File: config.mk
export PLATFORM = sky130hd
export DESIGN_NAME = bcd_entry
export DESIGN_NICKNAME = d
export VERILOG_FILES = /design/src/rtl/bcd_entry_pkg.sv /design/src/rtl/button_debounce.sv /design/src/rtl/bcd_entry.sv
export SDC_FILE = /design/constraint.sdc
export NUM_CORES = 1
export LEC_CHECK = 0
export BUFFER_PORTS_ARGS = -buffer_cell sky130_fd_sc_hd__buf_4
export CORE_ASPECT_RATIO = 1.4
export CORE_UTILIZATION = 60
export CTS_CLUSTER_DIAMETER = 150
export DETAILED_ROUTE_END_ITERATION = 10
export PLACE_DENSITY = 0.75
export SKIP_CTS_REPAIR_TIMING = 1
export SYNTH_ARGS = -nofsm -noshare
export SYNTH_HDL_FRONTEND = slang
export SYNTH_SLANG_ARGS = --single-unit
export TNS_END_PERCENT = 100
File: constraint.sdc
create_clock -name CLK -period 9.5 [get_ports CLK]
set_input_delay 1.9 -clock CLK [delete_from_list [all_inputs] [get_ports CLK]]
set_output_delay 1.9 -clock CLK [all_outputs]
set_load 0.01 [all_outputs]
File: src/rtl/bcd_entry_pkg.sv
`default_nettype none
// ============================================================================
//  Module      : bcd_entry_pkg
//  Description : Shared constants and BCD helper functions for the front-panel
//                numeric entry block (digit width, digit/value limits, button
//                index encoding, decimal step and digit clamp functions).
//  Ports       : none (package)
//  Revision    : 1.0  initial release
// ============================================================================
package bcd_entry_pkg;

   localparam int          c_DIGIT_W    = 4;
   localparam int          c_NUM_DIGITS = 4;
   localparam logic [3:0]  c_MAX_DIGIT  = 4'd9;
   localparam logic [15:0] c_MAX_VALUE  = 16'h9999;

   // Button index encoding inside the conditioned-button vectors
   localparam int          c_BTN_UP     = 0;
   localparam int          c_BTN_DOWN   = 1;
   localparam int          c_BTN_LEFT   = 2;
   localparam int          c_BTN_RIGHT  = 3;

   // Adds or subtracts 10^i_pos to a four-digit BCD value with a decimal
   // carry/borrow chain. A carry out of the top digit saturates to 9999,
   // a borrow out of the top digit saturates to 0000.
   function automatic logic [15:0] bcd_step(input logic [15:0] i_val,
                                            input logic [1:0]  i_pos,
                                            input logic        i_down);
      logic [15:0] w_res;
      logic [4:0]  w_dig;
      logic [4:0]  w_inc;
      logic        w_carry;
      w_res   = '0;
      w_carry = 1'b0;
      for (int i = 0; i < c_NUM_DIGITS; i++) begin
         w_inc = (i == int'(i_pos)) ? 5'd1 : 5'd0;
         w_dig = {1'b0, i_val[i*c_DIGIT_W +: c_DIGIT_W]};
         if (i_down) begin
            // Underflow shows up as bit 4 set (5-bit two's complement)
            w_dig   = w_dig - w_inc - {4'd0, w_carry};
            w_carry = w_dig[4];
            if (w_carry) begin
               w_dig = w_dig + 5'd10;
            end
         end else begin
            w_dig   = w_dig + w_inc + {4'd0, w_carry};
            w_carry = (w_dig > 5'd9);
            if (w_carry) begin
               w_dig = w_dig - 5'd10;
            end
         end
         w_res[i*c_DIGIT_W +: c_DIGIT_W] = w_dig[3:0];
      end
      if (w_carry) begin
         w_res = i_down ? 16'h0000 : c_MAX_VALUE;
      end
      return w_res;
   endfunction

   // Forces every digit above 9 down to 9
   function automatic logic [15:0] bcd_clamp(input logic [15:0] i_val);
      logic [15:0] w_res;
      w_res = i_val;
      for (int i = 0; i < c_NUM_DIGITS; i++) begin
         if (i_val[i*c_DIGIT_W +: c_DIGIT_W] > c_MAX_DIGIT) begin
            w_res[i*c_DIGIT_W +: c_DIGIT_W] = c_MAX_DIGIT;
         end
      end
      return w_res;
   endfunction

endpackage
`default_nettype wire

File: src/rtl/button_debounce.sv
`default_nettype none
// ============================================================================
//  Module      : button_debounce
//  Description : Two-flop synchronizer, debounce counter and rising-edge press
//                pulse for one raw push-button pad.
//  Ports       : clk      - system clock
//                rst      - synchronous active-high reset
//                i_btn    - raw asynchronous button pad
//                o_level  - accepted (debounced) button level
//                o_press  - one-cycle pulse after the accepted level rises
//  Revision    : 1.0  initial release
// ============================================================================
module button_debounce #(
   parameter int DEBOUNCE_CYCLES = 100000
) (
   input  logic clk,
   input  logic rst,
   input  logic i_btn,
   output logic o_level,
   output logic o_press
);

   localparam int              c_CNT_W = $clog2(DEBOUNCE_CYCLES + 1);
   localparam logic [c_CNT_W-1:0] c_LAST = c_CNT_W'(DEBOUNCE_CYCLES - 1);

   logic [1:0]         r_sync;
   logic               r_level;
   logic               r_press;
   logic [c_CNT_W-1:0] r_cnt;

   always_ff @(posedge clk) begin
      if (rst) begin
         r_sync  <= 2'b00;
         r_level <= 1'b0;
         r_press <= 1'b0;
         r_cnt   <= '0;
      end else begin
         r_sync  <= {r_sync[0], i_btn};
         r_press <= 1'b0;
         if (r_sync[1] == r_level) begin
            r_cnt <= '0;
         end else if (r_cnt == c_LAST) begin
            // Level has differed long enough: accept it
            r_level <= ~r_level;
            r_cnt   <= '0;
            r_press <= ~r_level;
         end else begin
            r_cnt <= r_cnt + c_CNT_W'(1);
         end
      end
   end

   assign o_level = r_level;
   assign o_press = r_press;

endmodule
`default_nettype wire

File: src/rtl/bcd_entry.sv
`default_nettype none
// ============================================================================
//  Module      : bcd_entry
//  Description : Front-panel numeric entry. Four push-buttons edit a 4-digit
//                BCD value with decimal saturating steps at a movable cursor,
//                with auto-repeat on UP/DOWN and a synchronous preset load.
//  Ports       : CLK       - system clock
//                RST       - synchronous active-high reset
//                BTN_UP/BTN_DOWN/BTN_LEFT/BTN_RIGHT - raw button pads
//                LOAD      - preset strobe
//                LOAD_BCD  - preset value (digits >9 clamped to 9)
//                BCD       - current value, four BCD digits
//                CURSOR    - digit being edited, 0 = least significant
//                CHANGED   - one-cycle pulse when BCD takes a new value
//  Revision    : 1.0  initial release
// ============================================================================
module bcd_entry
   import bcd_entry_pkg::*;
#(
   parameter int DEBOUNCE_CYCLES = 100000,
   parameter int REPEAT_DELAY    = 50000000,
   parameter int REPEAT_PERIOD   = 10000000
) (
   input  logic        CLK,
   input  logic        RST,
   input  logic        BTN_UP,
   input  logic        BTN_DOWN,
   input  logic        BTN_LEFT,
   input  logic        BTN_RIGHT,
   input  logic        LOAD,
   input  logic [15:0] LOAD_BCD,
   output logic [15:0] BCD,
   output logic [1:0]  CURSOR,
   output logic        CHANGED
);

   localparam int c_REP_MAX = (REPEAT_DELAY > REPEAT_PERIOD) ? REPEAT_DELAY : REPEAT_PERIOD;
   localparam int c_REP_W   = $clog2(c_REP_MAX + 1);
   localparam logic [c_REP_W-1:0] c_REP_DELAY  = c_REP_W'(REPEAT_DELAY);
   localparam logic [c_REP_W-1:0] c_REP_PERIOD = c_REP_W'(REPEAT_PERIOD);

   logic [3:0]         w_raw;
   logic [3:0]         w_level;
   logic [3:0]         w_press;

   logic [c_REP_W-1:0] r_rep_cnt;
   logic               r_repeating;
   logic               w_rep_active;
   logic               w_rep_fire;

   logic               w_step_up;
   logic               w_step_dn;
   logic               w_move_l;
   logic               w_move_r;

   logic [15:0]        r_bcd;
   logic [1:0]         r_cursor;
   logic               r_changed;
   logic [15:0]        w_bcd_next;
   logic [1:0]         w_cursor_next;

   assign w_raw[c_BTN_UP]    = BTN_UP;
   assign w_raw[c_BTN_DOWN]  = BTN_DOWN;
   assign w_raw[c_BTN_LEFT]  = BTN_LEFT;
   assign w_raw[c_BTN_RIGHT] = BTN_RIGHT;

   generate
      for (genvar gi = 0; gi < 4; gi++) begin : g_btn
         button_debounce #(
            .DEBOUNCE_CYCLES (DEBOUNCE_CYCLES)
         ) u_debounce (
            .clk     (CLK),
            .rst     (RST),
            .i_btn   (w_raw[gi]),
            .o_level (w_level[gi]),
            .o_press (w_press[gi])
         );
      end
   endgenerate

   // Auto-repeat: the counter sits at 0 in the cycle after acceptance, so a
   // fire when it equals the delay lands the step REPEAT_DELAY cycles after
   // the press step; afterwards it restarts at 1 and fires at the period.
   assign w_rep_active = w_level[c_BTN_UP] ^ w_level[c_BTN_DOWN];
   assign w_rep_fire   = w_rep_active &&
                         (r_rep_cnt == (r_repeating ? c_REP_PERIOD : c_REP_DELAY));

   always_ff @(posedge CLK) begin
      if (RST) begin
         r_rep_cnt   <= '0;
         r_repeating <= 1'b0;
      end else if (!w_rep_active) begin
         r_rep_cnt   <= '0;
         r_repeating <= 1'b0;
      end else if (w_rep_fire) begin
         r_rep_cnt   <= c_REP_W'(1);
         r_repeating <= 1'b1;
      end else begin
         r_rep_cnt   <= r_rep_cnt + c_REP_W'(1);
      end
   end

   assign w_step_up = w_press[c_BTN_UP]   | (w_rep_fire & w_level[c_BTN_UP]);
   assign w_step_dn = w_press[c_BTN_DOWN] | (w_rep_fire & w_level[c_BTN_DOWN]);
   assign w_move_l  = w_press[c_BTN_LEFT];
   assign w_move_r  = w_press[c_BTN_RIGHT];

   // Value step always uses the pre-move cursor; LOAD overrides steps only
   always_comb begin
      w_bcd_next    = r_bcd;
      w_cursor_next = r_cursor;
      if (LOAD) begin
         w_bcd_next = bcd_clamp(LOAD_BCD);
      end else if (w_step_up && !w_step_dn) begin
         w_bcd_next = bcd_step(r_bcd, r_cursor, 1'b0);
      end else if (w_step_dn && !w_step_up) begin
         w_bcd_next = bcd_step(r_bcd, r_cursor, 1'b1);
      end
      if (w_move_l && !w_move_r && (r_cursor != 2'd3)) begin
         w_cursor_next = r_cursor + 2'd1;
      end else if (w_move_r && !w_move_l && (r_cursor != 2'd0)) begin
         w_cursor_next = r_cursor - 2'd1;
      end
   end

   always_ff @(posedge CLK) begin
      if (RST) begin
         r_bcd     <= 16'h0000;
         r_cursor  <= 2'd0;
         r_changed <= 1'b0;
      end else begin
         r_bcd     <= w_bcd_next;
         r_cursor  <= w_cursor_next;
         r_changed <= (w_bcd_next != r_bcd);
      end
   end

   assign BCD     = r_bcd;
   assign CURSOR  = r_cursor;
   assign CHANGED = r_changed;

endmodule
`default_nettype wire

# Word-level counts from Yosys, hierarchy flattened
# Index checks and enable logic that the tools add are counted.
# word_totals
regBits,130
in_bits,23
output_inout_bits,19
word_cells,164
# op_classes
add_sub_neg,29
order_cmp,8
eq_ne,14
mux,45
bitwise,18
n_reduce_logical,28
# op_table
operator,count
16-bit two-way mux,5
17-bit by 1-bit adder with 17-bit output (second input constant),4
17-bit == test (second input constant),4
4-bit two-way mux,12
3-bit OR reduction,9
26-bit by 1-bit adder with 26-bit output (second input constant),1
26-bit == test,1
26-bit two-way mux,1
1-bit two-way mux,25
4-bit by 1-bit adder with 5-bit output,4
5-bit by 4-bit > comparator with 1-bit output (second input constant),4
4-bit by 1-bit subtractor with 5-bit output,4
4-bit adder (second input constant),4
4-bit > comparator (second input constant),4
16-bit inequality test,1
4-bit subtractor (second input constant),4
5-bit by 1-bit adder with 5-bit output,3
5-bit by 1-bit subtractor with 5-bit output,3
1-bit NOT,13
2-bit AND reduction,4
1-bit logical AND,7
1-bit == test,4
2-bit == test (first input constant),2
1-bit zero test,4
other kinds (11),15

# Longest topological paths before layout
# Gate-level depths: netlist of run 1.
# depth
word_depth,27
mapped_depth,36
depth_no_buf,34

# Cells and area by module
# Synthesis of run 1 repeated with hierarchy kept, for this count alone.
# unflattened
hier_cells,1010
hier_area_um2,8338.0
# modules_own_cells
mod,instances,cells_each,area_per_inst_um2,seq_area_each_um2
bcd_entry,1,625,4664.5,920.9
button_debounce (g_btn[0].u_debounce ...),3,97,924.6,420.4
button_debounce (g_btn[3].u_debounce),1,94,899.6,420.4

# Least setup slack after synthesis of run 1
# No wires, ideal clock.
# synth_path
path_type,flip-flop to flip-flop
from,"register r_cursor[1], in the netlist CURSOR[1]"
to,"register r_changed, in the netlist CHANGED"
setup_ps,138
t_arrival_ps,8149
t_required_ps,9362
path_slack_ps,1213
stages_incl_launch_ff,35
path_buffers,2
period_less_slack_ps,8287
path_cell_list,dfxtp_1 > nor2_1 > ha_1 > ha_1 > xnor2_1 > ha_1 > o311ai_0 > fa_1 > ha_1 > clkbuf_1 > xnor2_1 > ha_1 > inv_1 > a31oi_1 > o31ai_1 > fa_1 > ha_1 > clkbuf_1 > xnor2_1 > ha_1 > inv_1 > and3_1 > a221oi_1 > nand2_1 > fa_1 > ha_1 > nand2b_1 > a31oi_1 > or3_1 > o2111ai_2 > o31ai_1 > mux2i_1 > o2111ai_1 > nor4b_2 > a41oi_1
# synth_between
elab_chain_len,23
word_cells_on_any_way,68
classes_between,add/sub: 22; order compare: 4; eq/ne: 4; mux: 37; reduce/logical: 1
# synth_lines
element,line_no,text
start: declaration,bcd_entry.sv:57,logic [1:0] r_cursor;
start signal: assignment,bcd_entry.sv:133,r_cursor <= w_cursor_next;
"parallel branches: the longest is 20 deep, another holds 4-bit by 1-bit adder with 5-bit output",n/a,
16-bit two-way mux (*),bcd_entry.sv:114,end else if (w_step_up && !w_step_dn) begin
16-bit two-way mux (*),bcd_entry.sv:112,if (LOAD) begin
16-bit inequality test (*),bcd_entry.sv:134,r_changed <= (w_bcd_next != r_bcd);
end signal: assignment,bcd_entry.sv:134,
end: declaration,bcd_entry.sv:58,logic r_changed;
# Every way passes the cells marked *. The select of a mux whose other input is x is not followed.
# A chain may end at the register's enable or synchronous reset.

# Worst setup path in the final report of run 1
# Same ends and word-level chain as after synthesis.

==> results by stage, run 1 <==
Synth:
- The leading cell type by number of instances after synthesis is nor2_1.
- The Yosys step of the flow raised 0 warnings.
- In this run the cell area of the synthesized design comes to 8000 um2.
- In this run, synthesis produced a sequential element count of 130.
- The portion of the post-synthesis area used by sequential elements is 0.326.
- Counting every net in the synthesized netlist gives 1047.
- The top-area cell type share of the netlist area is 0.326.
- The cell type with the highest aggregate area in the netlist is dfxtp_1.
- The post-synthesis compound-gate area fraction is 0.161.
- The share of flip-flops with an asynchronous set or reset after synthesis is 0.
- Ranked by total cell area, the synthesized netlist is headed by dfxtp_1 (33%), nor2_1 (6.6%), xor2_1 (5.5%).
- In the synthesized netlist, the cells that appear most often are nor2_1 (140), dfxtp_1 (130), nand2_1 (58), xor2_1 (50), xnor2_1 (49).
- Synthesis produced a netlist whose cell count is 990.
- The commonest register cell after synthesis is dfxtp_1.
- In this run the mean area of a mapped cell was 8.08 um2.
- The adder-cell share of the synthesized area is 0.0588.
- The combinational family with the most area after synthesis is simple AND/OR/NAND/NOR gates.
- The synthesized design contains 0 enable-type register cells.
- The xor and xnor fraction of the mapped netlist area is 0.108.
- Of the total synthesized cell area, the portion taken by AND, OR, NAND and NOR gates is 0.286.
- The mux cell area share after synthesis is 0.0192.
- The number of library cell types mapped by synthesis is 76.

Pwr:
- The share of total power in sequential cells is 0.407.
- Dividing total power by cell area gives a power density of 154 nW/um2.
- The clock network fraction of design power is 0.482.
- The combinational share of power is 0.111.
- IR analysis of the VDD net gives a maximum drop of 136 uV.
- The internal power of the cells totals 1040 uW.
- For this design the static power due to leakage is 0.00320 uW.
- The analysis attributes to net switching a power of 353 uW.
- Of the total power, the share spent switching nets is 0.254.

Detailed routing:
- The detailed-route wire length per cell is 15.8 um.
- The ratio of routed vias to standard cells is 5.96.
- The total DRC errors in the routed layout is 0.
- The number of detailed-routing iterations run before antenna repair is 5.
- After detailed routing, the total wire length is 19000 um.
- The total number of vias is 7162.
- In this run the remaining antenna-violating nets after routing total 0.
- The detailed router finished its first iteration with 432 violations.

Global routing:
- Entering global routing, the biggest net connects 43 pins.
- The overall track demand over capacity in global routing is 0.283.
- The initial antenna violation count is 0.
- The first global-routing pass estimated 31100 um of wire.
- The sum of overflow across all layers after global routing is 0.
- The via count of the first global-routing pass came to 6617.

Setup path:
- The worst path required time is 9780 ps.
- The data arrival time of the worst path is 9110 ps.
- The critical path in this run is classified as register to register.
- Of all nets on the critical path, the largest fanout is 9.
- In this design, the critical path's most frequently occurring cell is ha_1.
- The cell with the largest stage delay on the worst path is fa_1.
- The element type at the critical path start is a register.
- For this run, the slowest stage of the critical path takes 500 ps.
- The kind of end point of the critical path is a register.

Timing:
- For the final routed database, the setup TNS stands at 0 ps.
- The final max-slew violation count was 0.
- The worst clock skew on the final layout is 6.02 ps.
- The total count of hold-check failures in the final report is 0.
- Of the available clock period, the critical path in the final layout requires 0.930.
- The worst slew margin relative to its limit is 0.343.
- The setup-violating endpoint count in the final report is 0.
- Setup repair after global routing left no endpoint under its margin.
- The post-layout minimum cycle time is 8830 ps.
- For the pin with the worst max-slew slack, the measured transition is 982 ps.
- The highest clock rate is 0.113 GHz.

Floorplanning:
- The width of the die is 99.6 um.
- The initialized floorplan defines 49 standard-cell rows.
- The top-level I/O count is 42.
- The vertical extent of the die is 139 um.
- The die footprint is 13800 um2.
- The initial core utilization is 0.618.
- The area of the placeable core is 12900 um2.

Final layout:
- After filler insertion, the fill cell instance count of the layout stands at 1103.
- After the last flow step, the layout net total stands at 1067.
- The repair_antennas step left the layout with diodes totalling 0.
- In the final layout, the multi-input gates occupy 5110 um2.
- In the final layout, flip-flops and latches occupy 2600 um2.
- For this run, the share of the core covered by cells in the final layout is 0.699.
- The growth of design area from synthesis to finish is 13.1%.
- Of the cells placed in the final design, the portion with a size suffix greater than 1 is 0.0987.

Clocking:
- The clock sink total is 130.
- The number of clock buffers added by TritonCTS is 17.
- The library cell used as clock root buffer is clkbuf_16.
- The clock-pin slew on the worst setup and hold paths is 60 ps.
- The clock latency on the worst-skew pair is 420 ps.
- The total number of H-tree levels is 4.
- The longest clock path from root to sink contains 2 buffers.
- TritonCTS built the clock tree.

Placement:
- Port buffering added 41 buffers.
- The estimated wirelength of the detail-placed design is 13200 um.
- The placer's final routability congestion estimate is 0.912.

Run status:
- The flow ran to the end, and the final reports show no timing, DRC or antenna violations.

Flow run:
- The count of max-cap constraint violations is 0.

Min path:
- The path class of the tightest hold or removal check is register to register.
-- critical path, delay by kind of cell, from the launching register on --
family / cells / cell delay [ps]
buf+inv: 3 / 380
simple gates: 7 / 1730
fa+ha+maj: 10 / 3390
compound gates: 10 / 1980
flops: 1 / 460
mux: 1 / 250
xor+xnor: 2 / 480
-- per-stage QoR --
| stage | total power (uW) | hold slack, ps | setup slack, ps | cells | area [um2] |
|---|---|---|---|---|---|
| floorplan | 682 | 413 | 1210 | 990 | 8000 |
| global placement | 725 | 422 | 770 | 1169 | 8390 |
| detailed placement | 727 | 420 | 436 | 1169 | 8390 |
| CTS | 1390 | 436 | 405 | 1201 | 9000 |
| global route | 1440 | 457 | 3.92 | 1201 | 9040 |
| finish | 1390 | 434 | 669 | 1201 | 9040 |
-- sequential cells by signal, indices dropped and copies added (netlist names) --
name and flops:
g_btn.u_debounce.r_cnt 68, r_rep_cnt 26, BCD 16, g_btn.u_debounce.r_sync 8, g_btn.u_debounce.o_level 4, g_btn.u_debounce.o_press 4, CURSOR 2, CHANGED 1
r_repeating 1
-- routing by layer --
metal | global-route usage | routed length (um) | vias to the layer above
met5 | 0 | 0 | -
met4 | 0.164 | 876 | 0
met3 | 0.0580 | 930 | 59
met2 | 0.465 | 9280 | 207
met1 | 0.341 | 7950 | 3341
li1 | - | - | 3555
-- layout make-up --
type	count	share of cell area
multi-input cells	774	0.565
clock buffers	18	0.0475
well taps	178	0.0246
flip-flops and latches	130	0.288
clock inverters	14	0.0198
inverters	42	0.0174
repair buffers	45	0.0374
-- power groups by stage --
| stage | clock network, uW | logic (uW) | registers, uW |
|---|---|---|---|
| global placement | 0 | 149 | 577 |
| global route | 705 | 170 | 566 |
| detailed placement | 0 | 150 | 577 |
| finish | 669 | 154 | 565 |
| CTS | 678 | 151 | 565 |
| floorplan | 0 | 111 | 571 |
-- worst paths after layout --
kind / slack (ps) / cells past startpoint / endpoint / start
hold reg to reg: 430 / 1 / g_btn[0].u_debounce.r_sync[1]$_SDFF_PP0_ / g_btn[0].u_debounce.r_sync[0]$_SDFF_PP0_
setup reg to reg: 670 / 33 / CHANGED$_SDFF_PP0_ / CURSOR[1]$_SDFFE_PP0P_
setup / recovery: 670 / 33 / CHANGED$_SDFF_PP0_ / CURSOR[1]$_SDFFE_PP0P_
hold / removal: 430 / 1 / g_btn[0].u_debounce.r_sync[1]$_SDFF_PP0_ / g_btn[0].u_debounce.r_sync[0]$_SDFF_PP0_
-- placed cells by master, fill, tap and decap left out, drive strengths merged, types with 5 or more instances in the layout --
master / n
clkbuf: 18
inv: 45
nand2b: 13
ha: 28
o22ai: 5
a211oi: 6
nor3: 25
nand4: 25
nand2: 58
dfxtp: 130
nand3: 48
xnor2: 49
o31ai: 13
nor2b: 27
nor2: 140
nor4b: 14
a21oi: 43
nor3b: 10
xor2: 50
and3: 27
a221oi: 7
and2: 8
o21ai: 37
or3: 22
clkinv: 6
a31oi: 11
fa: 6
o211ai: 8
o21a: 9
buf: 45
mux2i: 12
nor4: 5
-- kinds of logic (layout without fill, tap and decap cells) --
kind of cell    after synthesis  in the layout
compound gates              184            184
xor+xnor                     99             99
fa+ha+maj                    34             34
buf+inv                      86            119
flops                       130            130
mux                          15             15
simple gates                442            442
Note: power is estimated with default switching activity, not from simulation.
==> run 2: changes to the inputs <==
- CORE_UTILIZATION: 60 -> 53
- PLACE_DENSITY: 0.75 -> 0.68
==> results by stage, run 2 (synthesis results as in run 1) <==
Final layout:
- Counting flops per register, the top entry is g_btn.u_debounce.r_cnt.
- Leaving out fill and tap cells, the most frequent cells in the layout are nor2_1 (140), dfxtp_1 (130), nand2_1 (58), xor2_1 (50), xnor2_1 (49).
- The total area of sequential cells is 2600 um2.
- In the final layout, the share of cells above drive strength 1 is 0.0930.
- The layout net count is 1068.
- In the final layout, the multi-input gates occupy 5080 um2.
- The register with the most flip-flops in the layout has 68 of them.
- Once layout is complete, the utilization of the core stands at 0.617.
- Leaving out fill and tap cells, the most frequent cell in the layout is nor2_1.
- The count of fill cells added during filler insertion is 1343.
- The growth of design area from synthesis to finish is 12.4%.
- The number of antenna diodes in the final layout is 0.

Clocking:
- The total number of H-tree levels is 4.
- Clock tree synthesis inserted a total of 17 buffers.
- The TritonCTS clock tree is done.
- Clock-pin slew was measured on the worst setup and hold paths at 60 ps.
- The clock sink total is 130.
- The clock reaches the later pin of the worst-skew pair after 420 ps.
- The library cell used as clock root buffer is clkbuf_16.
- The number of buffers on the longest clock path is 2.

Floorplanning:
- The floorplan step defined a die boundary enclosing 15600 um2.
- For this configuration, the core starts out at a cell density of 0.549.
- The top-level I/O count is 42.
- The floorplan has 52 rows.
- The area of the placeable core is 14600 um2.
- The width of the die is 106 um.
- The die is 147 um tall.

Setup path:
- The maximum fanout encountered on the critical timing path is 10.
- The worst path required time is 9780 ps.
- The cell with the largest stage delay on the worst path is or3b_2.
- The worst setup path is launched from a register.
- For this run, the slowest stage of the critical path takes 490 ps.
- The worst setup path is captured at a register.
- The slack of the worst reg-to-reg path is 680 ps.
- The critical path is of the register to register type.
- The data arrival time of the worst path is 9100 ps.
- Counting stages on the worst path, the most repeated cell is ha_1.

Timing:
- In the final timing run, aggregate negative setup slack is 0 ps.
- Setup repair after global routing left no endpoint under its margin.
- The worst clock skew on the final layout is 5.06 ps.
- The highest clock rate is 0.113 GHz.
- The setup-violating endpoint count in the final report is 0.
- Across all hold checks on the routed design, the worst slack comes to 440 ps.
- The final max-slew violation count was 0.
- Dividing the final minimum period by the clock period gives 0.928.
- The worst path needs 8820 ps of the cycle, external delays included.
- The slew at the pin closest to its max-slew limit is 933 ps.
- In this run the tightest slew margin relative to its limit is 0.378.
- The total count of hold-check failures in the final report was 0.

Pwr:
- The power per cell area is 150 nW/um2.
- The leakage power figure is 0.00318 uW.
- VDD sags by at most 129 uV.

Global routing:
- The via count of the first global-routing pass is 6636.
- In the global route stage, overall resource usage came out at 0.252.
- Global routing finished with a remaining overflow of 0.
- The maximum number of pins on one net before global-route repair is 43.
- The initial antenna violation count is 0.
- The first-pass GRT wire length is 31500 um.

Placement:
- Port buffering added 41 buffers.
- Routability-driven placement finished with a final weighted congestion of 0.920.
- The estimated wirelength of the detail-placed design is 13400 um.

Min path:
- The classification of the worst-slack hold path is register to register.

Detailed routing:
- In the routed design, unresolved DRC markers number 0.
- In this run the remaining antenna-violating nets after routing total 0.
- The total number of vias is 7111.
- The total detailed-routing wirelength is 19100 um.
- The detailed router's first-iteration violation count is 555.
- The ratio of routed vias to standard cells is 5.87.
- The number of detailed-routing iterations run before antenna repair is 5.
- After detailed routing, the average wire length per cell comes to 15.8 um.

Flow run:
- The count of max-cap constraint violations is 0.

Run status:
- The flow ran to the end, and the final reports show no timing, DRC or antenna violations.
[run 2: worst paths after layout]
check,cells after the start,end,start
setup / recovery,33,CHANGED$_SDFF_PP0_,CURSOR[1]$_SDFFE_PP0P_
hold / removal,1,g_btn[2].u_debounce.r_cnt[0]$_SDFF_PP0_,g_btn[2].u_debounce.r_cnt[0]$_SDFF_PP0_
setup reg to reg,33,CHANGED$_SDFF_PP0_,CURSOR[1]$_SDFFE_PP0P_
hold reg to reg,1,g_btn[2].u_debounce.r_cnt[0]$_SDFF_PP0_,g_btn[2].u_debounce.r_cnt[0]$_SDFF_PP0_
[run 2: area by class of cell]
| cell class | instances | share of cell area |
|---|---|---|
| Multi-Input combinational cell | 774 | 0.566 |
| Inverter | 42 | 0.0175 |
| Sequential cell | 130 | 0.290 |
| Timing Repair Buffer | 46 | 0.0384 |
| Tap cell | 189 | 0.0263 |
| Clock buffer | 21 | 0.0501 |
| Clock inverter | 9 | 0.0121 |
[run 2: routing by layer]
layer | track usage | vias up | wire [um] | share of wire
met5 | 0 | - | 0 | 0
met4 | 0.118 | 0 | 617 | 0.032
li1 | - | 3565 | - | -
met2 | 0.436 | 198 | 9300 | 0.49
met1 | 0.298 | 3309 | 8140 | 0.43
met3 | 0.0492 | 39 | 1050 | 0.055
[run 2: metrics by stage]
stage	cell area, um2	power [uW]	std cells	worst slack, ps
3_3_place_gp	8410	728	1181	894
2_1_floorplan	8000	682	990	1210
4_1_cts	8970	1360	1211	550
5_1_grt	8990	1410	1211	13.4
6_report	8990	1340	1211	680
3_5_place_dp	8410	729	1181	592
[run 2: where the power goes]
group | leakage, uW | switching, uW | internal (uW)
registers | 0.00105 | 14.3 | 552
clock network | 0.000273 | 235 | 390
logic | 0.00186 | 86.1 | 68.1
total | 0.00318 | 335 | 1010
[run 2: critical path: cells and delay by family, from the launching register on]
family	cells	cell delay [ps]
buf+inv	4	550
flops	1	450
compound gates	9	1760
mux	1	240
fa+ha+maj	10	3380
simple gates	7	1800
xor+xnor	2	480
==> run 3: changes to the inputs <==
- CAP_MARGIN: unset -> 20
- GPL_TIMING_DRIVEN: unset -> 0
==> results by stage, run 3 (synthesis results as in run 1) <==
Pwr:
- In this run the power density over the cells is 152 nW/um2.
- The maximum resistive drop on vdd is 126 uV.
- The leakage power figure is 0.00328 uW.

Setup path:
- The number of cells on the worst reg-to-reg path is 36.
- The data arrival time of the worst path is 9310 ps.
- The capture instance of the worst register-to-register path is CHANGED$_SDFF_PP0_.
- The most prevalent standard cell on the critical path is ha_1.
- The worst register-to-register path begins at CURSOR[0]$_SDFFE_PP0P_.
- For this run, the slowest stage of the critical path takes 480 ps.
- Setup slack on the worst reg-to-reg path comes out at 450 ps.
- The element type at the critical path start is a register.
- On the critical path, the stage with the largest delay is an instance of or3b_2.
- The worst path required time is 9760 ps.
- The class of the most critical setup path is register to register.
- The kind of end point of the critical path is a register.
- The maximum fanout encountered on the critical timing path is 9.

Timing:
- The slew at the pin closest to its max-slew limit is 686 ps.
- The total count of hold-check failures in the final report is 0.
- The final max-slew violation count came to 0.
- Setup violations remaining at the end of the flow were counted as 0.
- Clock skew on the completed layout was measured at 9.82 ps.
- Headroom to the max-slew limit came out at 0.542.
- Subtracting the final worst setup slack from the clock period gives 9050 ps.
- Timing would allow up to 0.111 GHz.
- In the finished design, the share of the clock period the worst path needs comes to 0.952.
- The worst hold slack after final layout is 435 ps.

Floorplanning:
- The floorplan has 52 rows.
- The floorplan step set the die width to 106 um.
- Pin placement for this block handled 42 I/O pins.
- The die covers 15600 um2.
- The vertical extent of the die is 147 um.
- For this configuration, the core starts out at a cell density of 0.549.
- The total area inside the core boundary comes to 14600 um2.

Global routing:
- The maximum number of pins on one net before global-route repair is 17.
- The sum of overflow across all layers after global routing is 0.
- The first global-routing pass estimated 32600 um of wire.
- The via count of the first global-routing pass is 6730.
- Across every metal layer, demand over resource in global routing totals 0.263.
- The initial antenna violation count was 0.

Final layout:
- Of the cells placed in the final design, the portion with a size suffix greater than 1 is 0.109.
- The count of fill cells added during filler insertion is 1341.
- Excluding fillers, the count of instances in the completed layout stands at 1257.
- The most flop-heavy register is g_btn.u_debounce.r_cnt.
- The library cells used most frequently in the layout, excluding fill and tap cells, are nor2_1 (140), dfxtp_1 (128), nand2_1 (58), xor2_1 (50), nand3_1 (48).
- The flip-flop count of the largest register, all copies and words added is 68.
- The net count of the finished layout is 1112.
- The repair_antennas step left the layout with diodes totalling 0.
- The most common cell after layout, fill and taps aside is nor2_1.
- The growth of design area from synthesis to finish is 16.3%.

Detailed routing:
- The first detailed-routing pass took 5 iterations.
- The remaining number of nets flagged by the antenna check after routing is 0.
- Dividing the detail-routed wire length by the instance count gives 15.8 um.
- The total detailed-routing wirelength is 19900 um.
- The ratio of routed vias to standard cells is 5.83.
- The detailed router's first-iteration violation count is 528.
- The total number of vias is 7326.
- In the routed design, unresolved DRC markers number 0.

Placement:
- The placer's final routability congestion estimate is 0.915.
- Once detailed placement completed, the half-perimeter wirelength came to 14500 um.
- The number of buffers added on ports is 41.
- The number of placed instances, taps included, is 1221.

Clocking:
- The library cell used as clock root buffer is clkbuf_16.
- The clock sink total is 130.
- After clock tree synthesis, the clock-pin slew on the worst setup and hold paths is 60 ps.
- The total number of H-tree levels is 4.
- The clock reaches the later pin of the worst-skew pair after 430 ps.
- TritonCTS built the clock tree.
- The number of clock buffers added by TritonCTS is 17.
- The longest clock path from root to sink contains 2 buffers.

Run status:
- The run finished with clean final reports.

Min path:
- The cell count of the worst hold path is 1.
- The min-delay analysis places its worst path in the category register to register.
- The startpoint identified for the worst hold timing path is g_btn[0].u_debounce.r_sync[0]$_SDFF_PP0_.
- The path with the worst hold slack has its endpoint at g_btn[0].u_debounce.r_sync[1]$_SDFF_PP0_.

Flow run:
- Max-cap violations in this run came to 0.
==> run 3: changes by cell type in the layout (fill, tap and decap cells not counted), moves of 2 or more <==
cell,previous run,this run
xnor2_1,49,47
buf_2,0,2
inv_6,1,3
buf_1,0,3
dfxtp_1,130,128
dfxtp_2,0,2
clkbuf_1,3,38
ha_1,28,25
xnor2_2,0,2
ha_2,0,3
==> run 3: per-layer routing <==
metal  routed length, um  track usage  vias to the layer above
met2                9710        0.446                      202
met3                1090       0.0555                       44
met4                 716        0.126                        0
met1                8390        0.316                     3432
met5                   0            0                        -
li1                    -            -                     3648
==> run 3: worst max path at each step <==
stage	start	cells after the start	slack, ps	to
after floorplan	CURSOR[1]$_SDFFE_PP0P_	34	1210	CHANGED$_SDFF_PP0_
after global placement	CURSOR[0]$_SDFFE_PP0P_	31	-1140	CHANGED$_SDFF_PP0_
after detailed placement	CURSOR[0]$_SDFFE_PP0P_	32	-820	CHANGED$_SDFF_PP0_
after CTS	CURSOR[0]$_SDFFE_PP0P_	32	-950	CHANGED$_SDFF_PP0_
after global routing	CURSOR[0]$_SDFFE_PP0P_	35	-60	CHANGED$_SDFF_PP0_
final	CURSOR[0]$_SDFFE_PP0P_	36	450	CHANGED$_SDFF_PP0_
==> run 3: stage by stage <==
stage	total power, uW	worst slack [ps]	setup TNS, ps	cell area, um2	utilization
after CTS	1420	-950	-1210	9170	0.629
after global routing	1470	-58.5	-58.5	9300	0.638
after floorplan	682	1210	0	8000	-
final	1410	453	0	9300	0.638
after detailed placement	731	-817	-958	8550	0.587
after global placement	729	-1140	-2740	8540	0.586
==> run 3: critical path: cells and delay by family, from the launching register on <==
kind | cells | cell delay [ps]
adders and majority gates | 10 | 3060
xor gates and xnor gates | 3 | 640
AOI/OAI and AO/OA | 11 | 2270
DFF | 1 | 360
buffers and inverters | 6 | 1070
and+or+nand+nor | 6 | 1460
==> run 3: final cells by class <==
cell class	count	area, um2	share of cell area
clock buffer	18	439	0.0472
multi-input combinational	774	5160	0.555
clock inverter	14	176	0.0190
sequential	130	2610	0.280
tap	189	236	0.0254
buffer	44	171	0.0184
timing repair buffer	46	349	0.0376
inverter	42	158	0.0170
==> run 3: power by group <==
part	internal, uW	switching (uW)	total, uW
combinational	71.4	95.6	167
clock	423	262	685
sequential	551	8.01	559
total	1050	366	1410
